===== config.mk =====
export PLATFORM = sky130hd
export DESIGN_NAME = joy_dial_multi
export DESIGN_NICKNAME = d
export VERILOG_FILES = /design/src/rtl/joy_dial_pkg.sv /design/src/rtl/joy_dial_chan.sv /design/src/rtl/joy_dial_multi.sv
export SDC_FILE = /design/constraint.sdc
export NUM_CORES = 1
export LEC_CHECK = 0
export ABC_AREA = 1
export BUFFER_PORTS_ARGS = -buffer_cell sky130_fd_sc_hd__buf_2
export CAP_MARGIN = 25
export CORE_MARGIN = 1
export CORE_UTILIZATION = 25
export DETAILED_ROUTE_END_ITERATION = 10
export RECOVER_POWER = 50
export SLEW_MARGIN = 20
export SYNTH_ARGS = -nofsm -noshare
export SYNTH_HDL_FRONTEND = slang
export SYNTH_HIERARCHICAL = 1
export SYNTH_SLANG_ARGS = --single-unit

===== constraint.sdc =====
create_clock -name clk_sys -period 4.2 [get_ports clk_sys]
set_input_delay 0.84 -clock clk_sys [delete_from_list [all_inputs] [get_ports clk_sys]]
set_output_delay 0.84 -clock clk_sys [all_outputs]
set_load 0.02 [all_outputs]

===== src/rtl/joy_dial_pkg.sv =====
// Shared types and helpers for the multi-channel dial mapper: mode and
// direction enums, the idle dial code and the Gray phase encoder.
package joy_dial_pkg;

  typedef enum logic {
    DIAL_LEVEL = 1'b0,
    DIAL_QUAD  = 1'b1
  } dial_mode_e;

  typedef enum logic [1:0] {
    DIR_IDLE = 2'd0,
    DIR_UP   = 2'd1,
    DIR_DN   = 2'd2
  } dial_dir_e;

  localparam logic [1:0] DIAL_IDLE = 2'b11;

  // Active-low Gray sequence: 0 -> 11, 1 -> 10, 2 -> 00, 3 -> 01.
  function automatic logic [1:0] gray2(input logic [1:0] idx);
    return ~(idx ^ {1'b0, idx[1]});
  endfunction

  // Opposing buttons cancel; invert swaps the sense after cancellation.
  function automatic dial_dir_e resolve_dir(input logic up, input logic down,
                                            input logic invert);
    logic u;
    logic d;
    u = up & ~down;
    d = down & ~up;
    if (invert) begin
      {u, d} = {d, u};
    end
    if (u) begin
      return DIR_UP;
    end
    if (d) begin
      return DIR_DN;
    end
    return DIR_IDLE;
  endfunction

endpackage


===== src/rtl/joy_dial_chan.sv =====
// One dial channel: direction resolution, step-rate counter with hold
// acceleration, saturating spinner accumulator, phase and output registers.
module joy_dial_chan
  import joy_dial_pkg::*;
#(
  parameter int RATE_W      = 16,
  parameter int DELTA_W     = 8,
  parameter int ACC_W       = 10,
  parameter int ACCEL_STEPS = 8
) (
  input  logic               clk_i,
  input  logic               rst_ni,
  input  logic               mode_i,
  input  logic               invert_i,
  input  logic               up_i,
  input  logic               down_i,
  input  logic [DELTA_W-1:0] delta_i,
  input  logic               delta_stb_i,
  input  logic [RATE_W-1:0]  period_base_i,
  output logic [1:0]         dial_o,
  output logic               moving_o
);

  localparam int HOLD_W = $clog2(ACCEL_STEPS + 1);
  localparam int SUM_W  = ACC_W + 2;
  localparam logic signed [SUM_W-1:0] ACC_MAX  = SUM_W'((2 ** (ACC_W - 1)) - 1);
  localparam logic signed [SUM_W-1:0] ACC_MIN  = SUM_W'(-(2 ** (ACC_W - 1)));
  localparam logic [HOLD_W-1:0]       HOLD_MAX = HOLD_W'(ACCEL_STEPS);

  dial_mode_e               mode_q;
  dial_dir_e                dir_q;
  logic [1:0]               phase_q, phase_d;
  logic signed [ACC_W-1:0]  acc_q, acc_d;
  logic [RATE_W-1:0]        cnt_q, cnt_d;
  logic [HOLD_W-1:0]        hold_q, hold_d;
  logic [1:0]               dial_q, dial_d;
  logic                     moving_q, moving_d;

  dial_mode_e               mode;
  dial_dir_e                dir;
  logic [RATE_W-1:0]        base_p, fast_p;
  logic signed [SUM_W-1:0]  acc_ext, delta_ext, sum;
  logic [HOLD_W-1:0]        hold_n;
  logic                     press, step_up, step_dn;

  function automatic logic signed [ACC_W-1:0] saturate(input logic signed [SUM_W-1:0] v);
    if (v > ACC_MAX) begin
      return ACC_MAX[ACC_W-1:0];
    end
    if (v < ACC_MIN) begin
      return ACC_MIN[ACC_W-1:0];
    end
    return v[ACC_W-1:0];
  endfunction

  assign mode  = dial_mode_e'(mode_i);
  assign dir   = resolve_dir(up_i, down_i, invert_i);
  assign press = (dir != DIR_IDLE) && (dir != dir_q);

  // A zero period would stall the counter, so both rates floor at one cycle.
  assign base_p = (period_base_i == '0) ? RATE_W'(1) : period_base_i;
  assign fast_p = (period_base_i[RATE_W-1:1] == '0) ? RATE_W'(1)
                                                    : {1'b0, period_base_i[RATE_W-1:1]};

  assign acc_ext   = {{(SUM_W - ACC_W){acc_q[ACC_W-1]}}, acc_q};
  assign delta_ext = delta_stb_i ? {{(SUM_W - DELTA_W){delta_i[DELTA_W-1]}}, delta_i}
                                 : '0;

  always_comb begin
    // NOTE: every combinational output gets a default first, so no branch can infer a latch.
    acc_d   = acc_q;
    cnt_d   = cnt_q;
    hold_d  = hold_q;
    hold_n  = hold_q;
    step_up = 1'b0;
    step_dn = 1'b0;
    sum     = acc_ext + delta_ext;

    if ((mode != mode_q) || (mode == DIAL_LEVEL)) begin
      acc_d  = '0;
      cnt_d  = '0;
      hold_d = '0;
    end else if (dir != DIR_IDLE) begin
      // Held direction wins: strobes still accumulate but nothing drains.
      acc_d = saturate(sum);
      if (press || (cnt_q == '0)) begin
        if (press) begin
          hold_n = HOLD_W'(1);
        end else if (hold_q != HOLD_MAX) begin
          hold_n = hold_q + HOLD_W'(1);
        end
        hold_d  = hold_n;
        step_up = (dir == DIR_UP);
        step_dn = (dir == DIR_DN);
        cnt_d   = ((hold_n >= HOLD_MAX) ? fast_p : base_p) - RATE_W'(1);
      end else begin
        cnt_d = cnt_q - RATE_W'(1);
      end
    end else begin
      hold_d = '0;
      if ((acc_q != '0) && (cnt_q == '0)) begin
        step_dn = acc_q[ACC_W-1];
        step_up = ~acc_q[ACC_W-1];
        sum     = step_dn ? sum + SUM_W'(1) : sum - SUM_W'(1);
        cnt_d   = base_p - RATE_W'(1);
      end else if (cnt_q != '0) begin
        cnt_d = cnt_q - RATE_W'(1);
      end
      acc_d = saturate(sum);
    end

    phase_d  = phase_q + 2'(step_up) - 2'(step_dn);
    dial_d   = (mode == DIAL_QUAD) ? gray2(phase_d) : {dir != DIR_DN, dir != DIR_UP};
    moving_d = step_up | step_dn | (dir != DIR_IDLE);
  end

  always_ff @(posedge clk_i or negedge rst_ni) begin
    if (!rst_ni) begin
      mode_q   <= DIAL_LEVEL;
      dir_q    <= DIR_IDLE;
      phase_q  <= '0;
      acc_q    <= '0;
      cnt_q    <= '0;
      hold_q   <= '0;
      dial_q   <= DIAL_IDLE;
      moving_q <= 1'b0;
    end else begin
      // NOTE: non-blocking assignments so every register sees pre-edge values.
      mode_q   <= mode;
      dir_q    <= dir;
      phase_q  <= phase_d;
      acc_q    <= acc_d;
      cnt_q    <= cnt_d;
      hold_q   <= hold_d;
      dial_q   <= dial_d;
      moving_q <= moving_d;
    end
  end

  assign dial_o   = dial_q;
  assign moving_o = moving_q;

endmodule


===== src/rtl/joy_dial_multi.sv =====
// Multi-channel dial mapper: one joy_dial_chan per player, with the packed
// delta and dial buses sliced per channel.
module joy_dial_multi
  import joy_dial_pkg::*;
#(
  parameter int CHANNELS    = 2,
  parameter int RATE_W      = 16,
  parameter int DELTA_W     = 8,
  parameter int ACC_W       = 10,
  parameter int ACCEL_STEPS = 8
) (
  input  logic                        clk_sys,
  input  logic                        reset_n,
  input  logic [CHANNELS-1:0]         mode,
  input  logic [CHANNELS-1:0]         invert,
  input  logic [CHANNELS-1:0]         up,
  input  logic [CHANNELS-1:0]         down,
  input  logic [CHANNELS*DELTA_W-1:0] delta,
  input  logic [CHANNELS-1:0]         delta_stb,
  input  logic [RATE_W-1:0]           period_base,
  output logic [2*CHANNELS-1:0]       dial_out,
  output logic [CHANNELS-1:0]         moving
);

  for (genvar c = 0; c < CHANNELS; c++) begin : g_chan
    joy_dial_chan #(
      .RATE_W      (RATE_W),
      .DELTA_W     (DELTA_W),
      .ACC_W       (ACC_W),
      .ACCEL_STEPS (ACCEL_STEPS)
    ) u_chan (
      .clk_i         (clk_sys),
      .rst_ni        (reset_n),
      .mode_i        (mode[c]),
      .invert_i      (invert[c]),
      .up_i          (up[c]),
      .down_i        (down[c]),
      .delta_i       (delta[c*DELTA_W +: DELTA_W]),
      .delta_stb_i   (delta_stb[c]),
      .period_base_i (period_base),
      .dial_o        (dial_out[2*c +: 2]),
      .moving_o      (moving[c])
    );
  end

endmodule


==> results.txt, run 1 <==
Outcome - completed
DR WL/cell - 13.3 um
Largest area contributor in the netlist - dfrtp_1
Final TNS setup - 0 ns
Peak VDD IR - 209 uV
Max cap viols - 0
Core Util, Final - 0.291
RSZ-0062 raised after global routing - false
# nets final - 1,643
Critical path fanouts, max - 9
Detailed Place HPWL - 21,400 um
Width of the chip - 196 um
Die ar. - 38,300 um2
Number of H-tree levels - 3
Worst-skew pair later-pin latency - 0.36 ns
I/O pins - 50
Clk sinks - 76
Initial DRT Pass Iterations - 6
Pin count of the biggest net entering global routing - 66
GR Overflow Total - 0
Leakage power - 5.25 nW
Syn Inst Count - 1,464
Global Route Usage Sum - 0.144
Highest Clock Rate - 0.256 GHz
Synthesized netlist net count - 1,568
Min Tclk post-route - 3.90 ns
Num rows - 70
DRC Markers - 0
YS warnings - 6
CTS tree - done
Average size of a mapped cell - 6.41 um2
CTS Buf Count - 9
Hold path depth - 1
Placed Cells - 1,994
Top cells by area, synth - dfrtp_1 19%, nand2_1 14%, ha_1 7.5%
Pre-CTS setup slack - -0.108 ns
Part of the cycle the worst path needs - 0.928
First-pass GRT wire length - 45,200 um
Worst-path clk slew - 0.06 ns
Synth-to-layout area growth - 13.9%
Final setup viols - 0
Root buf cell - clkbuf_16
Initial DRC Count - 731
CTS max path bufs - 2
Async SR Flop Fraction - 1.00
Mapped cell area - 9390 um2
GP Congestion - 0.931
Via count - 9,656
Reg area - 1910 um2
Post-synthesis sequential area ratio - 0.203
Arrival @ worst endpoint - 4.12 ns
Relative slew slack - 0.0771
Worst Hold Slack - 0.526 ns
# diodes - 0
Most instantiated library cell after synthesis - nand2_1
Synth cell types - 58
Worst setup path class - in -> reg
Reg2reg path depth - 18
Final setup margin - 0.300 ns
Layout cells sized above 1 - 0.144
Critical path startpoint category - primary input
Number of synthesized flops with an enable pin - 0
Final ANT Viol Nets - 0
Vias per cell - 4.80
Fill cells - 4,060
Core area - 36,800 um2
Port Buffers - 49
Initial antenna violation count - 0
Power per cell area - 404 nW/um2
Synth Flop Type - dfrtp_1
CP required - 4.42 ns
Initial Utilization - 0.255
WL final - 26,900 um
Synth Register Bits - 76
Vias in the first global route - 9,155
Chip Height - 196 um
Worst min path class - reg -> reg
Fin cells - 2,012
Max Transition Viols Final - 0
Multi-input gate area in the final layout - 6600 um2
Slew @ Worst Pin - 1.38 ns
Final hold vios - 0
Top-area cell type share of the netlist area - 0.192
Clk_skew - 0.00968 ns
Synth cell count leaders - 355 x nand2_1, 182 x inv_1, 135 x nor2_1
CP Capture Type - register
[report_power, final]
part	internal (mW)	switching (mW)	leakage [nW]
clock network	0.397	0.324	0.125
registers	0.860	0.0781	0.997
logic	1.00	1.66	4.13
[registers in the layout, indices dropped and copies added, names as in the netlist]
signal,count
g_chan.u_chan/acc_q,20
g_chan.u_chan/cnt_q,32
g_chan.u_chan/dial_o,4
g_chan.u_chan/dir_q,4
g_chan.u_chan/hold_q,8
g_chan.u_chan/mode_q,2
g_chan.u_chan/moving_o,2
g_chan.u_chan/phase_q,4
[layer usage]
layer	part of all wire	vias up	global-route usage	wire length [um]
met5	0	-	0	0
met4	0.012	0	0.0353	312
met3	0.039	15	0.0194	1040
met2	0.45	204	0.234	12100
met1	0.50	4494	0.201	13400
li1	-	4943	-	-
[cells by family after synthesis]
logic type	after synthesis	synth area share
AO/OA/AOI/OAI	259	0.156
XOR/XNOR	92	0.0898
adder cells (fa/ha/maj)	60	0.0832
buffers and inverters	226	0.0978
flip-flops	76	0.203
multiplexers	2	0.00213
AND/OR/NAND/NOR	749	0.367
[timing repair]
item / 4_1_cts / 5_1_grt
hold buffers: 0 / 0
gates resized for setup: 0 / 9
buffers inserted: 0 / 1
endpoints found under the setup margin: 0 / 18
[cell usage in the layout, fill, tap and decap left out, types with 6 or more instances in the layout]
cell type  netlist  final
buf_4            4     45
nor2_4           7      7
nor3_2           5      7
nand3_1        110    110
o22ai_1          8      8
nor2_2          12     13
nand3_2          7      6
xor2_1          60     59
nor2_1         135    134
ha_1            56     56
o21ai_2          8      9
clkbuf_1        15      6
inv_2           10     10
nor3_1          21     19
a21oi_1        108    107
o21ai_1         10     10
nand2_4          8      8
inv_1          182    182
nand2_1        355    355
nand2_2         33     33
nand4_1         45     45
dfrtp_1         72     72
xnor2_1         30     29
clkbuf_16        0      9
o21ai_0         86     85
buf_2           10     46
[final timing paths]
path / from / to / slack, ns
setup / recovery: delta_stb[0] / g_chan[0].u_chan/acc_q[1]$_DFF_PN0_ / 0.30
hold / removal: g_chan[0].u_chan/phase_q[0]$_DFF_PN0_ / g_chan[0].u_chan/phase_q[0]$_DFF_PN0_ / 0.53
setup reg to reg: g_chan[0].u_chan/acc_q[3]$_DFF_PN0_ / g_chan[0].u_chan/acc_q[1]$_DFF_PN0_ / 0.62
hold reg to reg: g_chan[0].u_chan/phase_q[0]$_DFF_PN0_ / g_chan[0].u_chan/phase_q[0]$_DFF_PN0_ / 0.53
max in group asynchronous: reset_n / g_chan[1].u_chan/cnt_q[1]$_DFFE_PN0P_ / 1.67
min in group asynchronous: reset_n / g_chan[1].u_chan/acc_q[2]$_DFF_PN0_ / 0.63
[layout make-up]
type / instances / share of cell area
tap: 468 / 0.0548
timing repair buffer: 97 / 0.0569
inverter: 193 / 0.0678
clock buffer: 11 / 0.0218
sequential: 76 / 0.178
clock inverter: 5 / 0.00281
multi-input combinational: 1162 / 0.618
[critical path, stage by stage]
cell     delay [ns]
buf_2          0.14
nand2_1        0.06
inv_1          0.04
ha_1           0.35
nand2_1        0.13
o21ai_0        0.21
nand2_1        0.08
nand3_1        0.15
xor2_1         0.23
inv_1          0.12
ha_1           0.30
inv_1          0.09
nor3_1         0.26
nand3_1        0.12
nand3_1        0.12
nor2_1         0.05
nor2_1         0.10
nand2_1        0.11
xnor2_2        0.18
a21oi_4        0.29
a21oi_1        0.13
[through the flow]
stage / power, mW / instance area [um2]
floorplan: 2.83 / 9390
global placement: 3.54 / 10400
detailed placement: 3.55 / 10400
CTS: 4.31 / 10600
global route: 4.75 / 10700
finish: 4.32 / 10700
Note: power is estimated with default switching activity, not from simulation.
==> inputs of run 2 (changes only) <==
--- a/config.mk
+++ b/config.mk
@@ -8,6 +8,7 @@
 export ABC_AREA = 1
 export BUFFER_PORTS_ARGS = -buffer_cell sky130_fd_sc_hd__buf_2
 export CAP_MARGIN = 25
+export CORE_ASPECT_RATIO = 0.8
 export CORE_MARGIN = 1
 export CORE_UTILIZATION = 25
 export DETAILED_ROUTE_END_ITERATION = 10
==> run 2 against run 1 <==
- the flow now finishes with violations (max-capacitance violations, max-slew violations)
- register-to-register slack got worse by 0.07 ns
- critical path type unchanged
- cell count rose by 0.40%
- largest cell class unchanged
- power rose by 1.8%
==> results.txt, run 2 (synthesis results as in run 1) <==
Sw Pwr - 2.07 mW (+0.38%)
Chip Height - 175 um (-10%)
Detailed Place HPWL - 21,300 um (about the same)
CTS max path bufs - 2 (unchanged)
Outcome - complete, but fails checks
Fill cells - 4,054 (-0.15%)
Placement Cell Area - 10,300 um2 (-0.57%)
Layout cells sized above 1 - 0.138 (-0.00531)
Pin count of the biggest net entering global routing - 53 (-20%)
CP Capture Type - register
Via count - 9,655 (-0.010%)
Number of H-tree levels - 3 (unchanged)
Hold_buf cts - 0 (unchanged)
Port Buffers - 49 (unchanged)
Clk_skew - 0.00764 ns (-0.00203 ns)
Highest Clock Rate - 0.253 GHz (-1.2%)
I/O pins - 50 (unchanged)
Initial DRT Pass Iterations - 7 (+1)
Commonest cells after routing, fill and taps aside - 358 x nand2_1, 182 x inv_1, 134 x nor2_1, 110 x nand3_1, 106 x a21oi_1
Pre-CTS setup slack - -0.106 ns (+0.00143 ns)
Total power - 4.40 mW (+1.8%)
Arrival @ worst endpoint - 4.21 ns (+0.09 ns)
Worst-skew pair later-pin latency - 0.35 ns (about the same)
Fin cells - 2,020 (+0.40%)
Initial Utilization - 0.253 (-0.00181)
First-pass GRT wire length - 43,200 um (-4.4%)
Die ar. - 38,300 um2 (about the same)
GR Overflow Total - 0 (unchanged)
# nets final - 1,630 (-0.79%)
Synth-to-layout area growth - 13.8%
Final TNS setup - 0 ns (unchanged)
Width of the chip - 219 um (+12%)
Clk sinks - 76 (unchanged)
Crit path cell chain - buf_2 > nand2_1 > inv_1 > ha_1 > inv_1 > fa_1 > o21ai_2 > buf_4 > a21oi_1 > xnor2_2 > ha_1 > a21oi_1 > o21ai_0 > a21oi_1 > o21ai_1 > or2_1 > nand3_1 > nand2_1 > o21ai_2 > buf_4 > nand2_1 > a21oi_1
Final setup viols - 0 (unchanged)
Min Tclk post-route - 3.95 ns (+0.0473 ns)
Vias in the first global route - 8,607 (-6.0%)
Critical path startpoint category - primary input
Worst min path class - reg -> reg
Largest register FFs - 32 (unchanged)
Worst setup path class - in -> reg
Top reg by flops - g_chan.u_chan/cnt_q
Critical path fanouts, max - 9 (unchanged)
Core area - 37,000 um2 (+0.71%)
Largest regs - g_chan.u_chan/cnt_q x32, g_chan.u_chan/acc_q x20, g_chan.u_chan/hold_q x8
Initial antenna violation count - 4 (+4)
CP required - 4.46 ns (+0.04 ns)
GP Congestion - 0.865 (-7.0%)
Core Util, Final - 0.288 (-0.00240)
Final instance area - 10,700 um2 (-0.12%)
Initial DRC Count - 739 (+1.1%)
Combinational Power Share - 0.594 (-0.022)
Crit-path most repeated cell - a21oi_1
Slew @ Worst Pin - 2.94 ns (+1.56 ns)
Final hold vios - 0 (unchanged)
Commonest non-fill, non-tap cell in the layout - nand2_1
CP max stage delay - 0.40 ns (+0.05 ns)
Reg area - 1910 um2 (unchanged)
Max cap viols - 1 (+1)
DR WL/cell - 13.3 um (about the same)
Worst Hold Slack - 0.527 ns (+0.00108 ns)
Failing checks - max-capacitance violations, max-slew violations
Num rows - 63 (-10%)
Clock network fraction of design power - 0.193 (+0.026)
WL final - 26,900 um (+0.30%)
Part of the cycle the worst path needs - 0.940 (+0.0113)
CTS tree - done
Root buf cell - clkbuf_16
DRC Markers - 0 (unchanged)
Worst-path clk slew - 0.06 ns (about the same)
Relative slew slack - -0.962 (-1.04)
Global Route Usage Sum - 0.139 (-0.00556)
Placed Cells - 2,002 (+0.40%)
Power per cell area - 412 nW/um2 (+2.0%)
P_int - 2.33 mW (+3.2%)
CTS Buf Count - 9 (unchanged)
Multi-input gate area in the final layout - 6620 um2 (+0.17%)
Final ANT Viol Nets - 0 (unchanged)
Critical path's slowest cell - fa_1
Peak VDD IR - 177 uV (-15%)
Final setup margin - 0.253 ns (-0.0473 ns)
Vias per cell - 4.78 (-0.41%)
Sw Share - 0.471 (-0.00682)
Sequential Power Share - 0.213 (-0.004)
Max Transition Viols Final - 53 (+53)
Leakage power - 5.23 nW (-0.39%)
==> run 2: power groups by stage <==
stage | Combinational [mW] | Clock, mW | Sequential [mW]
6_report | 2.62 | 0.848 | 0.938
5_1_grt | 2.94 | 0.892 | 0.953
4_1_cts | 2.56 | 0.870 | 0.938
3_5_place_dp | 2.54 | 0 | 0.951
3_3_place_gp | 2.51 | 0 | 0.951
2_1_floorplan | 1.87 | 0 | 0.956
==> run 2: timing repair <==
item                                    4_1_cts  5_1_grt
gates resized for setup                       0       11
endpoints found under the setup margin        0       11
buffers inserted                              0        0
==> run 2: metal layers <==
metal,GRT usage,vias up,part of all wire
met5,0,-,0.00030
met4,0.0388,2,0.016
met3,0.0225,27,0.059
met2,0.202,253,0.41
met1,0.207,4438,0.51
li1,-,4935,-
==> run 2: worst paths after layout <==
kind	slack, ns	cells past startpoint	to	start
worst min-delay path	0.53	1	g_chan[0].u_chan/phase_q[0]$_DFF_PN0_	g_chan[0].u_chan/phase_q[0]$_DFF_PN0_
max in group asynchronous	0.91	2	g_chan[1].u_chan/cnt_q[9]$_DFFE_PN0P_	reset_n
worst max register to register	0.55	22	g_chan[1].u_chan/acc_q[5]$_DFF_PN0_	g_chan[1].u_chan/acc_q[0]$_DFF_PN0_
worst min register to register	0.53	1	g_chan[0].u_chan/phase_q[0]$_DFF_PN0_	g_chan[0].u_chan/phase_q[0]$_DFF_PN0_
min in group asynchronous	1.44	1	g_chan[0].u_chan/acc_q[2]$_DFF_PN0_	reset_n
worst max-delay path	0.25	22	g_chan[0].u_chan/acc_q[0]$_DFF_PN0_	delta_stb[0]
==> run 2: final cells by class <==
cell class / count / area share
Inverter: 193 / 0.0678
Multi-Input combinational cell: 1162 / 0.619
Clock inverter: 7 / 0.00855
Clock buffer: 9 / 0.0211
Sequential cell: 76 / 0.179
Tap cell: 487 / 0.0571
Antenna cell: 2 / 0.000469
Timing Repair Buffer: 84 / 0.0470
==> run 2: critical path, delay by kind of cell <==
family / cells / cell delay, ns
compound gates: 8 / 1.13
buf+inv: 5 / 0.58
xor+xnor: 1 / 0.31
simple gates: 5 / 0.49
fa+ha+maj: 3 / 0.86
==> inputs of run 3 (changes only) <==
--- a/config.mk
+++ b/config.mk
@@ -11,6 +11,7 @@
 export CORE_ASPECT_RATIO = 0.8
 export CORE_MARGIN = 1
 export CORE_UTILIZATION = 25
+export CTS_BUF_LIST = sky130_fd_sc_hd__clkbuf_4 sky130_fd_sc_hd__clkbuf_8
 export DETAILED_ROUTE_END_ITERATION = 10
 export RECOVER_POWER = 50
 export SLEW_MARGIN = 20
@@ -18,3 +19,4 @@
 export SYNTH_HDL_FRONTEND = slang
 export SYNTH_HIERARCHICAL = 1
 export SYNTH_SLANG_ARGS = --single-unit
+export TNS_END_PERCENT = 20
==> run 3 against run 2 <==
- the run still ends with max-capacitance violations, max-slew violations left
- worst setup slack improved by 0.021 ns
- sequential share of layout area increased by 0.20 points
- critical path type unchanged
- clock power down 25%
- non-clock buffer count stayed put
- utilization fell by 0.32 points
- power down 5.3%
- first-iteration DRC count fell by 6.8%
- worst hold slack gained 0.0055 ns
- cell count did not move
- critical path depth grew 1
==> results.txt, run 3 (synthesis results as in run 1) <==
Worst-skew pair later-pin latency - 0.38 ns (+0.03 ns)
Arrival @ worst endpoint - 4.19 ns (-0.02 ns)
Worst Hold Slack - 0.533 ns (+0.00549 ns)
CTS Buf Count - 9 (unchanged)
Clk_skew - 0.0123 ns (+0.00461 ns)
CTS max path bufs - 2 (unchanged)
Slew @ Worst Pin - 2.91 ns (-0.0377 ns)
GR Overflow Total - 0 (unchanged)
Num rows - 63 (unchanged)
Max Transition Viols Final - 53 (unchanged)
Port Buffers - 49 (unchanged)
Worst-path clk slew - 0.09 ns (+0.03 ns)
Largest regs - g_chan.u_chan/cnt_q x32, g_chan.u_chan/acc_q x20, g_chan.u_chan/hold_q x8
CP required - 4.46 ns (about the same)
Layout cells sized above 1 - 0.137 (-0.00131)
GP Congestion - 0.865 (unchanged)
Final setup viols - 0 (unchanged)
Initial Utilization - 0.253 (unchanged)
Power per cell area - 395 nW/um2 (-4.2%)
Commonest cells after routing, fill and taps aside - 358 x nand2_1, 182 x inv_1, 134 x nor2_1, 110 x nand3_1, 107 x a21oi_1
Chip Height - 175 um (unchanged)
Synth-to-layout area growth - 12.5%
Final ANT Viol Nets - 0 (unchanged)
Worst min path class - reg -> reg
CTS tree - done
Vias per cell - 4.76 (-0.41%)
Final hold vios - 0 (unchanged)
Initial antenna violation count - 4 (unchanged)
Width of the chip - 219 um (unchanged)
Peak VDD IR - 172 uV (-3.1%)
Commonest non-fill, non-tap cell in the layout - nand2_1
Via count - 9,615 (-0.41%)
Root buf cell - clkbuf_8
Min Tclk post-route - 3.93 ns (-0.0212 ns)
Max cap viols - 1 (unchanged)
Global Route Usage Sum - 0.139 (+0.000520)
Number of H-tree levels - 3 (unchanged)
Post-CTS Setup Repair Bufs - 0 (unchanged)
# nets final - 1,630 (unchanged)
Highest Clock Rate - 0.255 GHz (+0.54%)
WL final - 26,800 um (-0.45%)
First-pass GRT wire length - 43,200 um (unchanged)
Critical path startpoint category - primary input
Largest register FFs - 32 (unchanged)
CP Capture Type - register
Relative slew slack - -0.937 (+0.0251)
I/O pins - 50 (unchanged)
Core area - 37,000 um2 (unchanged)
Worst setup path class - in -> reg
Die ar. - 38,300 um2 (unchanged)
Initial DRT Pass Iterations - 6 (-1)
Detailed Place HPWL - 21,300 um (unchanged)
Clk sinks - 76 (unchanged)
Pin count of the biggest net entering global routing - 53 (unchanged)
Initial DRC Count - 689 (-6.8%)
Core Util, Final - 0.285 (-0.00317)
Final instance area - 10,600 um2 (-1.1%)
DRC Markers - 0 (unchanged)
Failing checks - max-capacitance violations, max-slew violations
Outcome - complete, but fails checks
DR WL/cell - 13.3 um (-0.45%)
Part of the cycle the worst path needs - 0.935 (-0.00504)
Critical path fanouts, max - 9 (unchanged)
Vias in the first global route - 8,595 (-0.14%)
Leakage power - 5.18 nW (-0.89%)
Placement Cell Area - 10,300 um2 (unchanged)
Top reg by flops - g_chan.u_chan/cnt_q
==> run 3: changes by cell type in the layout (fill, tap and decap cells not counted) <==
cell / before / now
a21oi_2: 5 / 4
clkbuf_8: 0 / 9
clkbuf_16: 9 / 0
a21oi_1: 106 / 107
ha_4: 1 / 0
ha_1: 55 / 56
==> run 3: where the power goes <==
group	switching, mW	internal (mW)	leakage (nW)
logic	1.65	0.947	4.07
registers	0.0781	0.858	0.997
clock network	0.303	0.332	0.109
total	2.03	2.14	5.18
==> run 3: through the flow <==
stage / setup TNS [ns] / worst slack, ns / total power, mW / std cells
2_1_floorplan: 0 / 0.216 / 2.83 / 1464
3_3_place_gp: -0.115 / -0.0159 / 3.46 / 2002
3_5_place_dp: -1.11 / -0.106 / 3.49 / 2002
4_1_cts: 0 / 0.287 / 4.15 / 2018
5_1_grt: -0.0153 / -0.0153 / 4.56 / 2019
6_report: 0 / 0.274 / 4.17 / 2020
==> run 3: final cells by class <==
class                   instances  area [um2]
diodes                          2        5.00
clock buffers                   9         124
clock inverters                 7        91.3
fillers                      4073       26500
inverters                     193         724
multi-input cells            1162        6600
flip-flops and latches         76        1910
well taps                     487         609
repair buffers                 84         502
==> run 3: repair_timing <==
| item | in CTS | in global routing |
|---|---|---|
| endpoints found under the setup margin | 0 | 9 |
| resized for setup | 0 | 9 |
| hold buffers | 0 | 0 |
==> run 3: layer usage <==
metal  GRT usage  wire length [um]
met1       0.207             13600
met2       0.202             11100
met3      0.0241              1670
met4      0.0414               468
met5           0                 8
==> run 3: worst paths after layout <==
check / from / to / slack, ns / depth (start not counted)
setup reg to reg: g_chan[1].u_chan/acc_q[0]$_DFF_PN0_ / g_chan[1].u_chan/acc_q[5]$_DFF_PN0_ / 0.53 / 23
hold / removal: g_chan[0].u_chan/phase_q[0]$_DFF_PN0_ / g_chan[0].u_chan/phase_q[0]$_DFF_PN0_ / 0.53 / 1
min in group asynchronous: reset_n / g_chan[0].u_chan/acc_q[2]$_DFF_PN0_ / 1.40 / 1
setup / recovery: delta_stb[1] / g_chan[1].u_chan/acc_q[5]$_DFF_PN0_ / 0.27 / 23
hold reg to reg: g_chan[0].u_chan/phase_q[0]$_DFF_PN0_ / g_chan[0].u_chan/phase_q[0]$_DFF_PN0_ / 0.53 / 1
max in group asynchronous: reset_n / g_chan[1].u_chan/cnt_q[8]$_DFFE_PN0P_ / 0.96 / 2
==> run 3: critical path: stages <==
cell     delay [ns]
buf_2          0.10
buf_4          0.15
nand2_1        0.06
inv_1          0.04
ha_1           0.32
a21oi_1        0.19
o21ai_1        0.10
a21oi_1        0.22
nor2_1         0.07
nor2_1         0.12
xnor2_1        0.14
ha_1           0.38
nand2_1        0.11
nor3_1         0.23
nand3_1        0.11
nand3_1        0.12
nor2_1         0.05
nor2_1         0.13
nand2_1        0.06
nand2_1        0.10
nand2_2        0.09
a21oi_4        0.31
a21oi_1        0.12
